## src/rtl/z80_call_cond_seq.sv

```systemverilog
// Execute-phase sequencer for CALL cc,nn (and CALL nn): reads the 16-bit target
// operand, evaluates the condition and, when taken, pushes the return address high byte first.
module z80_call_cond_seq #(
  parameter bit          ALLOW_UNCOND = 1'b1,
  parameter logic [15:0] RET_OFFSET   = 16'h0003
) (
  input  logic        clk,
  input  logic        reset,
  input  logic        start,
  input  logic [7:0]  opcode,
  input  logic [7:0]  reg_f,
  input  logic [15:0] ip_in,
  input  logic [15:0] sp_in,
  output logic        mem_req,
  output logic        mem_wr,
  output logic [15:0] mem_addr,
  output logic [7:0]  mem_wdata,
  output logic [2:0]  mem_tcycles,
  input  logic        mem_ack,
  input  logic [7:0]  mem_rdata,
  output logic        busy,
  output logic        done,
  output logic        taken,
  output logic [15:0] ip_out,
  output logic [15:0] sp_out,
  output logic        err
);

  typedef enum logic [2:0] {IDLE, RD_LO, RD_HI, WR_HI, WR_LO, FIN} state_t;

  localparam logic [2:0] T3 = 3'd3;
  localparam logic [2:0] T4 = 3'd4;

  state_t      state_reg;
  logic        met_reg;
  logic [15:0] ip_reg;
  logic [15:0] sp_reg;
  logic [7:0]  wlo_reg;
  logic [7:0]  whi_reg;

  logic        is_cc;
  logic        is_uncond;
  logic        opcode_ok;
  logic        flag;
  logic        cond_met;
  logic [15:0] ret_addr;

  // cond pairs share a flag; the low bit of cond selects the polarity tested
  always_comb begin
    is_cc     = (opcode & 8'hC7) == 8'hC4;
    is_uncond = ALLOW_UNCOND && (opcode == 8'hCD);
    opcode_ok = is_cc || is_uncond;
    case (opcode[5:4])
      2'd0:    flag = reg_f[6];
      2'd1:    flag = reg_f[0];
      2'd2:    flag = reg_f[2];
      default: flag = reg_f[7];
    endcase
    cond_met = is_uncond || (flag == opcode[3]);
  end

  assign ret_addr = ip_reg + RET_OFFSET;

  always_ff @(posedge clk) begin
    if (reset) begin
      state_reg   <= IDLE;
      met_reg     <= 1'b0;
      ip_reg      <= 16'h0000;
      sp_reg      <= 16'h0000;
      wlo_reg     <= 8'h00;
      whi_reg     <= 8'h00;
      mem_req     <= 1'b0;
      mem_wr      <= 1'b0;
      mem_addr    <= 16'h0000;
      mem_wdata   <= 8'h00;
      mem_tcycles <= 3'd0;
      busy        <= 1'b0;
      done        <= 1'b0;
      taken       <= 1'b0;
      ip_out      <= 16'h0000;
      sp_out      <= 16'h0000;
      err         <= 1'b0;
    end else begin
      done <= 1'b0;
      err  <= 1'b0;
      case (state_reg)
        IDLE: begin
          if (start) begin
            if (opcode_ok) begin
              met_reg   <= cond_met;
              ip_reg    <= ip_in;
              sp_reg    <= sp_in;
              busy      <= 1'b1;
              state_reg <= RD_LO;
            end else begin
              err <= 1'b1;
            end
          end
        end

        // Each bus state spends its entry cycle with mem_req low, then holds
        // the request until the ack edge completes the transfer.
        RD_LO: begin
          if (!mem_req) begin
            mem_req     <= 1'b1;
            mem_wr      <= 1'b0;
            mem_addr    <= ip_reg + 16'd1;
            mem_tcycles <= T3;
          end else if (mem_ack) begin
            mem_req   <= 1'b0;
            wlo_reg   <= mem_rdata;
            state_reg <= RD_HI;
          end
        end

        RD_HI: begin
          if (!mem_req) begin
            mem_req     <= 1'b1;
            mem_wr      <= 1'b0;
            mem_addr    <= ip_reg + 16'd2;
            mem_tcycles <= met_reg ? T4 : T3;
          end else if (mem_ack) begin
            mem_req <= 1'b0;
            whi_reg <= mem_rdata;
            if (met_reg) begin
              state_reg <= WR_HI;
            end else begin
              taken     <= 1'b0;
              ip_out    <= ret_addr;
              sp_out    <= sp_reg;
              done      <= 1'b1;
              state_reg <= FIN;
            end
          end
        end

        WR_HI: begin
          if (!mem_req) begin
            mem_req     <= 1'b1;
            mem_wr      <= 1'b1;
            mem_addr    <= sp_reg - 16'd1;
            mem_wdata   <= ret_addr[15:8];
            mem_tcycles <= T3;
          end else if (mem_ack) begin
            mem_req   <= 1'b0;
            state_reg <= WR_LO;
          end
        end

        WR_LO: begin
          if (!mem_req) begin
            mem_req     <= 1'b1;
            mem_wr      <= 1'b1;
            mem_addr    <= sp_reg - 16'd2;
            mem_wdata   <= ret_addr[7:0];
            mem_tcycles <= T3;
          end else if (mem_ack) begin
            mem_req   <= 1'b0;
            mem_wr    <= 1'b0;
            taken     <= 1'b1;
            ip_out    <= {whi_reg, wlo_reg};
            sp_out    <= sp_reg - 16'd2;
            done      <= 1'b1;
            state_reg <= FIN;
          end
        end

        FIN: begin
          busy      <= 1'b0;
          state_reg <= IDLE;
        end

        default: begin
          mem_req   <= 1'b0;
          busy      <= 1'b0;
          state_reg <= IDLE;
        end
      endcase
    end
  end

endmodule

```

## config.mk

```make
export PLATFORM = sky130hd
export DESIGN_NAME = z80_call_cond_seq
export DESIGN_NICKNAME = d
export VERILOG_FILES = /design/src/rtl/z80_call_cond_seq.sv
export SDC_FILE = /design/constraint.sdc
export NUM_CORES = 1
export LEC_CHECK = 0
export ABC_AREA = 1
export CORE_MARGIN = 2
export CORE_UTILIZATION = 44
export CTS_CLUSTER_SIZE = 24
export DETAILED_ROUTE_END_ITERATION = 12
export DONT_BUFFER_PORTS = 1
export RECOVER_POWER = 50
export SYNTH_ARGS = -nofsm -noshare
export SYNTH_HDL_FRONTEND = slang
export SYNTH_SLANG_ARGS = --single-unit
```

## constraint.sdc

```tcl
create_clock -name clk -period 3.19 [get_ports clk]
set_clock_uncertainty 0.05 [all_clocks]
set_input_delay 0.4785 -clock clk [delete_from_list [all_inputs] [get_ports clk]]
set_output_delay 0.4785 -clock clk [all_outputs]
set_load 0.1 [all_outputs]
```

==> results.sh, run 1 <==
export IMPL_power_density_nw_per_um2=822
export IMPL_post_cts_setup_buffers=0
export IMPL_htree_levels=4
export IMPL_syn_area_um2=6080
export IMPL_power_leakage_nw=2.72
export IMPL_crit_path_start_kind="flip-flop"
export IMPL_drc=0
export IMPL_cts_sinks=116
export IMPL_clk_latency_ns=0.42
export IMPL_fin_crit_sh_pct=80.4
export IMPL_yosys_warnings=0
export IMPL_end_kind="output pin"
export IMPL_hold_class="in -> reg"
export IMPL_cts_root_buf="clkbuf_16"
export IMPL_drive_above_1_share_pct=6.90
export IMPL_regToRegSetupSlack_ns=0.71
export IMPL_status="complete, but fails checks"
export IMPL_worstPathMaxFanout=3
export IMPL_dp_hpwl_um=14400
export IMPL_initial_core_util_pct=45.5
export IMPL_numCtsBuffers=17
export IMPL_worst_slew_pin_slew_ns=1.91
export IMPL_clock_tree_buffer_depth=2
export IMPL_violations="max-capacitance violations, max-slew violations"
export IMPL_cp_data_required_time_ns=2.66
export IMPL_grt_pass1_vias=5833
export IMPL_die_y_um=122
export IMPL_syn_inst=900
export IMPL_synth_seq_area_share_pct=38.2
export IMPL_crit_type="reg -> out"
export IMPL_layout_nets=954
export IMPL_drt_first_pass_iters=5
export IMPL_place_congestion=0.924
export IMPL_grt_pass1_wl_um=31400
export IMPL_antenna_found_initial=2
export IMPL_finalSetupViolations=0
export IMPL_port_buffers=0
export IMPL_fill_cells=1384
export IMPL_clk_pin_slew_ns=0.06
export IMPL_wire_per_inst_um=18.4
export IMPL_dp_cells=1043
export IMPL_fp_dieW_um=122
export IMPL_cts_hold_buf=0
export IMPL_irDropWorstVdd_mv=0.349
export IMPL_period_needed_ns=2.56
export IMPL_grt_max_degree=65
export IMPL_hold_violations=0
export IMPL_fmax_mhz=390
export IMPL_route_vias_total=6130
export IMPL_grt_usage_pct=27.5
export IMPL_syn_avg_cell_area_um2=6.76
export IMPL_pin_count=125
export IMPL_ctsResizeCount=0
export IMPL_crit_arrival_ns=2.04
export IMPL_rsz0062_at_grt="no"
export IMPL_syn_num_nets=968
export IMPL_slew_headroom_pct=-27.2
export IMPL_synth_cell_types=34
export IMPL_syn2layout_area_growth_pct=11.2
export IMPL_cap_violations=1
export IMPL_viasPerCell=5.69
export IMPL_fp_coreArea_um2=13300
export IMPL_final_cell_count_no_fill=1077
export IMPL_final_util_pct=50.6
export IMPL_rows=42
export IMPL_gr_total_overflow=0
export IMPL_cts_tree="built"
export IMPL_synth_seq_cells=116
export IMPL_die_area_um2=14800
export IMPL_total_power_w=0.00556
export IMPL_wl_um=19900
export IMPL_slew_viol_final=2
export IMPL_ant_nets=0
export IMPL_drtIter0Drc=454
export IMPL_fin_tns_setup_ns=0
==> metal layers <==
metal / GRT usage [%] / part of all wire (%)
met1: 36.7 / 46
met2: 44.2 / 46
met5: 0 / 0
met4: 7.47 / 1.2
met3: 7.40 / 6.8
==> cell type report <==
cell class              instances  area (um2)  area share, %
diodes                          2        5.00         0.0740
clock buffers                  18         439           6.50
clock inverters                14         175           2.59
inverters                      83         312           4.61
multi-input cells             660        3230           47.8
flip-flops and latches        116        2320           34.4
well taps                     176         220           3.26
repair buffers                  8        56.3          0.833
==> cells in the final DEF, fill, tap and decap left out, types with 2 or more instances in the layout <==
cell type,count
a21oi_1,134
a31oi_1,14
buf_4,7
bufinv_16,3
clkbuf_16,17
clkinv_1,2
clkinv_2,2
clkinv_4,3
clkinvlp_4,3
dfxtp_1,116
diode_2,2
ha_1,8
inv_1,74
inv_2,7
inv_6,3
nand2_1,150
nand2_2,3
nand3_1,78
nand3_2,2
nand4_1,7
nor2_1,90
nor2_2,3
nor2_4,6
nor3_1,7
nor4_1,2
o211ai_1,5
o21ai_0,121
o21ai_1,9
xor2_1,14
==> report_power, final <==
group	leakage [nW]	internal, W	switching (W)	total [W]
clock	0.293	0.00126	0.000745	0.00200
combinational	1.48	0.000243	0.000651	0.000894
sequential	0.937	0.00160	0.00106	0.00266
total	2.72	0.00310	0.00245	0.00556
==> synthesized netlist by cell type, drive strengths merged <==
master   number  share of area (%)
buf          22                2.2
o21a          1               0.12
nor2         99                7.1
clkinv        1              0.062
o2111ai       1               0.14
o21ai       130                 11
a31oi        14                1.4
nor3          7               0.58
a21oi       135                 11
o211ai        5               0.62
nor4          2               0.21
a211oi        1               0.12
nand3        80                6.8
nand2       153                9.6
or2           1               0.10
dfxtp       116                 38
clkbuf       19                1.2
o221ai        1               0.14
xor2         14                2.0
o22ai         1               0.10
ha            8                1.6
inv          82                5.1
nand4         7               0.72
==> through the flow <==
stage	cell area, um2	hold slack [ns]	setup WS, ns
after floorplan	6080	0.391	1.01
after global placement	6160	0.406	0.826
after detailed placement	6160	0.409	0.779
after CTS	6770	0.0568	0.755
after global routing	6760	0.0533	0.567
final	6760	0.0692	0.625
==> logic make-up after synthesis <==
kind of cell,count (synthesis),synth area share (%)
flip-flops,116,38.2
AO/OA/AOI/OAI,289,24.6
adder cells (fa/ha/maj),8,1.65
buffers and inverters,124,8.54
AND/OR/NAND/NOR,349,25.0
XOR/XNOR,14,2.02
==> path summary, 6_finish.rpt <==
check        cells after the start           start              to
min                              1           reset            done
min reg2reg                      2      whi_reg[5]      whi_reg[5]
max                              0  mem_tcycles[1]  mem_tcycles[1]
max reg2reg                      8    state_reg[1]     mem_addr[3]
Note: power is estimated with default switching activity, not from simulation.
==> run 2: changes to the inputs <==
Clock period 3.19 ns to 2.4 ns, I/O delays scaled along.
==> run 2 against run 1 <==
  * The flow now finishes without violations
  * Sequential power shrank 15%
  * Largest cell class unchanged
  * Largest power group is now combinational logic
  * Global-route usage grew 1.1 points
  * Worst setup slack lost 0.37 ns
  * Critical path type is now reg -> reg
==> results.sh, run 2 (same netlist as run 1, synthesis figures left out) <==
export IMPL_status="completed"
export IMPL_route_vias_total=6400
export IMPL_fin_ws_ns=0.256
export IMPL_hold_depth=2
export IMPL_cts_sinks=116
export IMPL_final_common_cell="nand2_1"
export IMPL_crit_path_start_kind="flip-flop"
export IMPL_crit_arrival_ns=2.42
export IMPL_slowest_delay_ns=0.45
export IMPL_rows=42
export IMPL_timing_rr_end="sp_out[7]"
export IMPL_htree_levels=4
export IMPL_cts_root_buf="clkbuf_16"
export IMPL_crit_top_cell="nor2_4"
export IMPL_hp_start="mem_rdata[6]"
export IMPL_slew_headroom_pct=15.4
export IMPL_end_kind="flip-flop"
export IMPL_cts_tree="built"
export IMPL_startpoint="state_reg[2]"
export IMPL_syn2layout_area_growth_pct=16.7
export IMPL_cp_data_required_time_ns=2.67
export IMPL_rsz0062_at_grt="no"
export IMPL_fp_dieW_um=122
export IMPL_grt_pass1_vias=6027
export IMPL_pre_cts_slack_ns=0.347
export IMPL_fmax_mhz=466
export IMPL_worst_slew_pin_slew_ns=1.27
export IMPL_min_to="wlo_reg[6]"
export IMPL_drive_above_1_share_pct=8.51
export IMPL_fin_crit_sh_pct=89.3
export IMPL_pin_count=125
export IMPL_grt_pass1_wl_um=32300
export IMPL_power_leakage_nw=2.87
export IMPL_dp_hpwl_um=15300
export IMPL_fp_coreArea_um2=13300
export IMPL_grt_max_degree=63
export IMPL_numCtsBuffers=17
export IMPL_diodes=0
export IMPL_antenna_found_initial=0
export IMPL_wl_um=20600
export IMPL_die_area_um2=14800
export IMPL_slowest_stage="dfxtp_1"
export IMPL_clock_tree_buffer_depth=2
export IMPL_drtIter0Drc=502
export IMPL_crit_type="reg -> reg"
export IMPL_clk_latency_ns=0.43
export IMPL_mostFrequentLayoutCells="149 x nand2_1, 134 x a21oi_1, 122 x o21ai_0, 116 x dfxtp_1, 89 x nor2_1"
export IMPL_irDropWorstVdd_mv=0.602
export IMPL_total_power_w=0.00747
export IMPL_ff2ff_path_depth=8
export IMPL_finalSetupViolations=0
export IMPL_gr_total_overflow=0
export IMPL_grt_usage_pct=28.6
export IMPL_slew_viol_final=0
export IMPL_power_density_nw_per_um2=1050
export IMPL_wire_per_inst_um=17.9
export IMPL_r2r_start="state_reg[2]"
export IMPL_drc=0
export IMPL_hold_class="in -> reg"
export IMPL_crit_chain="nand2_1 -> nor2_4 -> nor2_2 -> nor2_4 -> clkbuf_2 -> nand3_1 -> o211ai_1 -> inv_1"
export IMPL_final_util_pct=53.2
export IMPL_fin_tns_setup_ns=0
export IMPL_clk_pin_slew_ns=0.06
export IMPL_port_buffers=0
export IMPL_die_y_um=122
export IMPL_period_needed_ns=2.14
export IMPL_layout_nets=1030
export IMPL_initial_core_util_pct=45.5
export IMPL_hold_violations=0
export IMPL_drt_first_pass_iters=5
export IMPL_ant_nets=0
export IMPL_place_congestion=0.949
export IMPL_worstPathMaxFanout=22
export IMPL_cap_violations=0
export IMPL_viasPerCell=5.56
export IMPL_regToRegSetupSlack_ns=0.26
run 2: changes by cell type in the layout (fill, tap and decap cells not counted), moves of 3 or more:
cell,before,now
buf_4,7,14
clkbuf_1,1,60
clkbuf_2,0,10
inv_2,7,10
run 2: through the flow:
| step | std cells | hold slack, ns | instance area, um2 |
|---|---|---|---|
| 5_1_grt | 1151 | 0.0269 | 7100 |
| 3_5_place_dp | 1118 | 0.387 | 6740 |
| 4_1_cts | 1151 | 0.00897 | 7350 |
| 6_report | 1151 | 0.0257 | 7100 |
| 3_3_place_gp | 1118 | 0.385 | 6740 |
| 2_1_floorplan | 900 | 0.391 | 6080 |
run 2: metal layers:
layer,up-vias,part of all wire [%],global-route usage [%]
li1,3174,-,-
met1,2947,45,37.7
met2,248,46,46.0
met3,31,6.7,6.79
met4,0,2.0,10.1
met5,-,0,0
run 2: layout make-up:
| cell class | count | area (um2) |
|---|---|---|
| fill | 1425 | 6250 |
| multi-input combinational | 660 | 3230 |
| sequential | 116 | 2320 |
| clock buffer | 20 | 437 |
| timing repair buffer | 84 | 419 |
| inverter | 83 | 312 |
| tap | 176 | 220 |
| clock inverter | 12 | 155 |
run 2: worst max path at each step:
stage                   end  slack, ns
2_1_floorplan    wlo_reg[0]       0.22
3_3_place_gp   mem_addr[15]       0.40
3_5_place_dp      sp_reg[0]       0.35
4_1_cts           sp_reg[0]       0.33
5_1_grt           ip_reg[7]       0.08
6_report          sp_out[7]       0.26
run 2: what timing repair did:
| item | 4_1_cts | 5_1_grt |
|---|---|---|
| gates resized for setup | 0 | 0 |
| hold endpoints to repair | 20 | 0 |
| hold buffers | 1 | 0 |
| setup buffers | 0 | 0 |
run 2: worst max-delay path, delay by kind of cell (launching register included):
family / cells / cell delay (ns)
AO/OA/AOI/OAI: 1 / 0.12
buffers and inverters: 2 / 0.49
flip-flops: 1 / 0.45
AND/OR/NAND/NOR: 5 / 0.92
run 2: where the power goes:
group	leakage [nW]	switching, W	internal [W]
Combinational	1.65	0.00220	0.000419
Clock	0.285	0.000958	0.00163
Sequential	0.937	0.000129	0.00213
